## src/rtl/mul_pipe_ctrl.sv

```systemverilog
// Three-stage issue pipeline around the combinational multiplier: operand register,
// product register, output register, with rename/speculation tags and branch squash.
module mul_pipe_ctrl #(
  parameter int DATA_LEN    = 32,
  parameter int RRF_SEL     = 6,
  parameter int SPECTAG_LEN = 5
) (
  input  logic                   clk,
  input  logic                   reset,
  input  logic                   req_valid,
  output logic                   req_ready,
  input  logic [DATA_LEN-1:0]    req_src1,
  input  logic [DATA_LEN-1:0]    req_src2,
  input  logic                   req_src1_signed,
  input  logic                   req_src2_signed,
  input  logic                   req_sel_lohi,
  input  logic [RRF_SEL-1:0]     req_rrftag,
  input  logic [SPECTAG_LEN-1:0] req_spectag,
  input  logic                   prmiss,
  input  logic [SPECTAG_LEN-1:0] prmiss_mask,
  input  logic                   prsuccess,
  input  logic [SPECTAG_LEN-1:0] prsuccess_mask,
  output logic                   res_valid,
  input  logic                   res_ready,
  output logic [DATA_LEN-1:0]    res_data,
  output logic [RRF_SEL-1:0]     res_rrftag,
  output logic [SPECTAG_LEN-1:0] res_spectag,
  output logic [1:0]             inflight
);

  logic                   s0_v_q, s0_v_d, s1_v_q, s1_v_d, s2_v_q, s2_v_d;
  logic [DATA_LEN-1:0]    s0_src1_q, s0_src1_d, s0_src2_q, s0_src2_d;
  logic                   s0_sg1_q, s0_sg1_d, s0_sg2_q, s0_sg2_d, s0_hi_q, s0_hi_d;
  logic [RRF_SEL-1:0]     s0_tag_q, s0_tag_d, s1_tag_q, s1_tag_d, s2_tag_q, s2_tag_d;
  logic [SPECTAG_LEN-1:0] s0_spec_q, s0_spec_d, s1_spec_q, s1_spec_d, s2_spec_q, s2_spec_d;
  logic [DATA_LEN-1:0]    s1_data_q, s1_data_d, s2_data_q, s2_data_d;

  logic                   adv0, adv1, adv2, fire;
  logic [SPECTAG_LEN-1:0] kill_mask, clr_mask;
  logic [2*DATA_LEN-1:0]  op1, op2, prod;
  logic [DATA_LEN-1:0]    prod_word;

  assign adv2      = !s2_v_q || res_ready;
  assign adv1      = !s1_v_q || adv2;
  assign adv0      = !s0_v_q || adv1;
  assign req_ready = adv0 && !reset;
  assign fire      = req_valid && req_ready;

  // prmiss takes priority: a simultaneous prsuccess clears nothing.
  assign kill_mask = prmiss ? prmiss_mask : '0;
  assign clr_mask  = (prsuccess && !prmiss) ? prsuccess_mask : '0;

  // Extending both operands to the full product width makes the modular product
  // exactly the low 2*DATA_LEN bits of the true signed/unsigned product.
  assign op1       = {{DATA_LEN{s0_sg1_q & s0_src1_q[DATA_LEN-1]}}, s0_src1_q};
  assign op2       = {{DATA_LEN{s0_sg2_q & s0_src2_q[DATA_LEN-1]}}, s0_src2_q};
  assign prod      = op1 * op2;
  assign prod_word = s0_hi_q ? prod[2*DATA_LEN-1:DATA_LEN] : prod[DATA_LEN-1:0];

  always_comb begin
    s0_src1_d = s0_src1_q;
    s0_src2_d = s0_src2_q;
    s0_sg1_d  = s0_sg1_q;
    s0_sg2_d  = s0_sg2_q;
    s0_hi_d   = s0_hi_q;
    s0_tag_d  = s0_tag_q;
    s1_data_d = s1_data_q;
    s1_tag_d  = s1_tag_q;
    s2_data_d = s2_data_q;
    s2_tag_d  = s2_tag_q;
    s0_spec_d = s0_spec_q & ~clr_mask;
    s1_spec_d = s1_spec_q & ~clr_mask;
    s2_spec_d = s2_spec_q & ~clr_mask;
    s0_v_d    = s0_v_q && ((s0_spec_q & kill_mask) == '0);
    s1_v_d    = s1_v_q && ((s1_spec_q & kill_mask) == '0);
    s2_v_d    = s2_v_q && ((s2_spec_q & kill_mask) == '0);

    if (adv2) begin
      s2_v_d = s1_v_q && ((s1_spec_q & kill_mask) == '0);
      if (s1_v_q) begin
        s2_data_d = s1_data_q;
        s2_tag_d  = s1_tag_q;
        s2_spec_d = s1_spec_q & ~clr_mask;
      end
    end

    if (adv1) begin
      s1_v_d = s0_v_q && ((s0_spec_q & kill_mask) == '0);
      if (s0_v_q) begin
        s1_data_d = prod_word;
        s1_tag_d  = s0_tag_q;
        s1_spec_d = s0_spec_q & ~clr_mask;
      end
    end

    // A squashed request still completes its handshake; it just lands invalid.
    if (adv0) begin
      s0_v_d = fire && ((req_spectag & kill_mask) == '0);
      if (fire) begin
        s0_src1_d = req_src1;
        s0_src2_d = req_src2;
        s0_sg1_d  = req_src1_signed;
        s0_sg2_d  = req_src2_signed;
        s0_hi_d   = req_sel_lohi;
        s0_tag_d  = req_rrftag;
        s0_spec_d = req_spectag & ~clr_mask;
      end
    end
  end

  always_ff @(posedge clk) begin
    if (reset) begin
      s0_v_q    <= 1'b0;
      s1_v_q    <= 1'b0;
      s2_v_q    <= 1'b0;
      s0_src1_q <= '0;
      s0_src2_q <= '0;
      s0_sg1_q  <= 1'b0;
      s0_sg2_q  <= 1'b0;
      s0_hi_q   <= 1'b0;
      s0_tag_q  <= '0;
      s0_spec_q <= '0;
      s1_data_q <= '0;
      s1_tag_q  <= '0;
      s1_spec_q <= '0;
      s2_data_q <= '0;
      s2_tag_q  <= '0;
      s2_spec_q <= '0;
    end else begin
      s0_v_q    <= s0_v_d;
      s1_v_q    <= s1_v_d;
      s2_v_q    <= s2_v_d;
      s0_src1_q <= s0_src1_d;
      s0_src2_q <= s0_src2_d;
      s0_sg1_q  <= s0_sg1_d;
      s0_sg2_q  <= s0_sg2_d;
      s0_hi_q   <= s0_hi_d;
      s0_tag_q  <= s0_tag_d;
      s0_spec_q <= s0_spec_d;
      s1_data_q <= s1_data_d;
      s1_tag_q  <= s1_tag_d;
      s1_spec_q <= s1_spec_d;
      s2_data_q <= s2_data_d;
      s2_tag_q  <= s2_tag_d;
      s2_spec_q <= s2_spec_d;
    end
  end

  assign res_valid   = s2_v_q;
  assign res_data    = s2_data_q;
  assign res_rrftag  = s2_tag_q;
  assign res_spectag = s2_spec_q;
  assign inflight    = {1'b0, s0_v_q} + {1'b0, s1_v_q} + {1'b0, s2_v_q};

endmodule

```

## config.mk

```make
export PLATFORM = sky130hd
export DESIGN_NAME = mul_pipe_ctrl
export DESIGN_NICKNAME = d
export VERILOG_FILES = /design/src/rtl/mul_pipe_ctrl.sv
export SDC_FILE = /design/constraint.sdc
export NUM_CORES = 2
export LEC_CHECK = 0
export CAP_MARGIN = 5
export CORE_ASPECT_RATIO = 0.8
export CORE_MARGIN = 1.5
export CORE_UTILIZATION = 30
export CTS_BUF_LIST = sky130_fd_sc_hd__clkbuf_2
export CTS_CLUSTER_SIZE = 28
export DETAILED_ROUTE_END_ITERATION = 10
export GPL_TIMING_DRIVEN = 0
export MAX_ROUTING_LAYER = met4
export PLACE_DENSITY = 0.51
export SLEW_MARGIN = 20
export SYNTH_ARGS = -nofsm -noshare
export SYNTH_HDL_FRONTEND = slang
export SYNTH_SLANG_ARGS = --single-unit
```

## constraint.sdc

```tcl
create_clock -name clk -period 9.4 [get_ports clk]
set_clock_uncertainty 0.15 [all_clocks]
set_input_delay 1.88 -clock clk [delete_from_list [all_inputs] [get_ports clk]]
set_output_delay 1.88 -clock clk [all_outputs]
set_load 0.03 [all_outputs]
```

==> flow_summary.ini <==
[cells_and_area]
multiInputGateArea_um2 = 35700
syn_to_final_growth_pct = 10.0
nets = 6531
fin_cells = 7094
regArea_um2 = 3360
drive_gt1_frac = 0.0335
post-route-util = 0.334
fillers = 15600

[placement]
port_buffers = 139
pre_cts_ws_ns = -1.18
dp_hpwl_um = 158000
dpl.cell_count = 7049
place.gp.congestion = 1.02

[logic_synthesis]
synth.avg_cell_area_um2 = 8.95
syn_nets = 6372
synth_common_cells = fa_1, inv_1, nand2_1, and2_1, clkbuf_1
ys.flop_type = dfxtp_1
synth-seq-area-share = 0.0756
synth.most_common_cell = fa_1
synthArstFlopShare = 0
synth_edf_count = 0
ys_warn_count = 0
netlist_area_um2 = 44200
synth.distinct_cells = 72
ys_ff_latch = 167
synth_top_cell_by_area = fa_1
yosys.area.top_type_share = 0.510
synth_cells = 4940
synthTopCellsByArea = fa_1, inv_1, nand2_1, dfxtp_1, ha_1

[global_routing]
grt_pass1_wl_um = 270000
grt_antenna_before_repair = 20
grt_usage = 0.262
grt_pass1_vias = 36900
grt_overflow = 0
grt_start_max_net_pins = 25

[setup_path]
worstSetupStartpointType = flip-flop
r2r_slack_ns = -0.05
path_common_cell = fa_1
path_class = flip-flop to flip-flop
crit_end = s1_data_q[19]
worstReg2RegEnd = s1_data_q[19]
path_max_fanout = 10
crit_start = s0_src2_q[28]
cp.arrival_ns = 10.17
timing.rr.start = s0_src2_q[28]
crit_path_end_kind = flip-flop
crit_slowest_cell = dfxtp_1
crit_required_ns = 10.12
rr_worst_depth = 25
slowest_delay_ns = 0.91

[timing]
slew_violations = 0
rsz0062_at_grt = true
tns_ns = -0.0514
fmax_ghz = 0.106
finalCriticalPeriod_ns = 9.45
fin_ws_ns = -0.0514
hold_violations = 0
relSlewSlack = 0.176
post-route-period-util = 1.01
setup_viol = 1
tightestPinTransition_ns = 1.24

[clock_network]
cts_tree = yes
root_buffer = clkbuf_2
h-tree-depth = 4
cts.clk_slew.worst_paths_ns = 0.31
clk_path_buf_depth = 2
ctsHoldBuffers = 0
cts_buffers = 17
clock_sinks = 167
clk_latency_ns = 0.97

[die]
io_pins = 141
dieArea_um2 = 150000
die_h_um = 346
die_w_um = 432
start_util = 0.303
fp-row-count = 125
core_um2 = 146000

[status]
violations = setup timing
status = finished, violations left

[detailed_routing]
drt_iter0_drc = 3327
routedWlPerCell_um = 26.3
vias = 35000
wl_um = 186000
drt.antenna.violating_nets = 0
dr.pass1.iters = 6
drc_errors = 0
via_per_inst = 4.94

[power]
leakagePower_nw = 22.9
power-per-cell-area_nw_per_um2 = 137
vdd_ir_drop_max_mv = 0.158

[run]
cap_viol_max_count = 0

[min_path]
hold_path.class = flip-flop to flip-flop
what timing repair did:
action	in CTS	in global routing
pin swaps	1	2
endpoints found under the setup margin	22	25
buffers inserted	3	5
gates resized for setup	19	124
hold endpoints to repair	0	0
cell usage in the layout (no fill, tap or decap), types with 5 or more instances in the layout:
cell             instances
ha_1                   211
a211oi_1                25
clkbuf_2                78
a21oi_1                129
o21a_1                   7
a21o_1                  30
o211ai_1                12
clkdlybuf4s50_1        139
buf_4                    7
inv_1                 1103
a22oi_1                  8
dfxtp_2                 10
o21bai_1                15
nor2b_1                  8
buf_2                    7
fa_1                  1121
dfxtp_1                156
and3_1                  24
mux2i_1                  8
nand4_1                  9
nand3b_1                74
xnor2_1                 43
clkbuf_1               203
o21ai_0                 41
inv_8                    5
nor2_1                  88
nand2_1               1000
and2_1                 359
fa_2                     5
nor3_1                  23
nand3_1                 10
or2_2                   10
o21ai_1                  6
nand2b_1                11
diode_2                 14
xor2_1                  26
final cells by class:
type | instances | share of cell area
sequential | 167 | 0.0691
tap | 1968 | 0.0506
inverter | 1106 | 0.0856
buffer | 278 | 0.0237
clock inverter | 15 | 0.00381
clock buffer | 17 | 0.00175
multi-input combinational | 3380 | 0.734
antenna | 14 | 0.000720
timing repair buffer | 149 | 0.0308
per-layer routing:
layer	global-route usage	vias to the layer above	wire length, um
met2	0.387	1625	81000
met1	0.359	18400	79200
met5	-	-	0
met3	0.0542	255	18700
met4	0.0801	0	7390
li1	-	14700	-
where the power goes:
part,total [mW],internal (mW),switching [mW]
logic,5.36,1.73,3.63
registers,0.846,0.746,0.100
clock network,0.470,0.137,0.333
total,6.68,2.61,4.06
state kept, by name, indices dropped and copies added, names as in the netlist, 5 cells and up:
register / flops
s1_data_q: 32
s0_src1_q: 32
s1_tag_q: 6
s0_src2_q: 32
s0_tag_q: 6
s1_spec_q: 5
res_rrftag: 6
res_spectag: 5
s0_spec_q: 5
res_data: 32
critical path: cells and delay by family (launching register included):
family / cells / cell delay (ns)
compound gates: 8 / 1.93
fa+ha+maj: 9 / 4.43
buf+inv: 5 / 1.27
flops: 1 / 0.91
simple gates: 3 / 0.65
worst min-delay path by stage:
| stage | from | end | slack [ns] | cells past startpoint |
|---|---|---|---|---|
| 2_1_floorplan | s1_data_q[27] | res_data[27] | 0.28 | 2 |
| 3_3_place_gp | s1_tag_q[5] | res_rrftag[5] | 0.29 | 2 |
| 3_5_place_dp | res_data[31] | res_data[31] | 0.30 | 2 |
| 4_1_cts | s0_tag_q[5] | s1_tag_q[5] | 0.29 | 2 |
| 5_1_grt | s1_data_q[16] | res_data[16] | 0.32 | 2 |
| 6_report | s0_tag_q[5] | s1_tag_q[5] | 0.29 | 2 |
stage by stage:
| stage | hold WS, ns | power (mW) | area, um2 |
|---|---|---|---|
| finish | 0.285 | 6.68 | 48600 |
| CTS | 0.292 | 6.52 | 48500 |
| floorplan | 0.277 | 3.81 | 44200 |
| global route | 0.322 | 7.08 | 48600 |
| detailed placement | 0.296 | 5.99 | 48100 |
| global placement | 0.290 | 6.00 | 48100 |
cells by family after synthesis:
group	synth area share
multiplexers	0.00181
buffers and inverters	0.118
XOR/XNOR	0.0141
AO/OA/AOI/OAI	0.0490
AND/OR/NAND/NOR	0.171
adder cells (fa/ha/maj)	0.570
flip-flops	0.0756
Note: power is estimated with default switching activity, not from simulation.
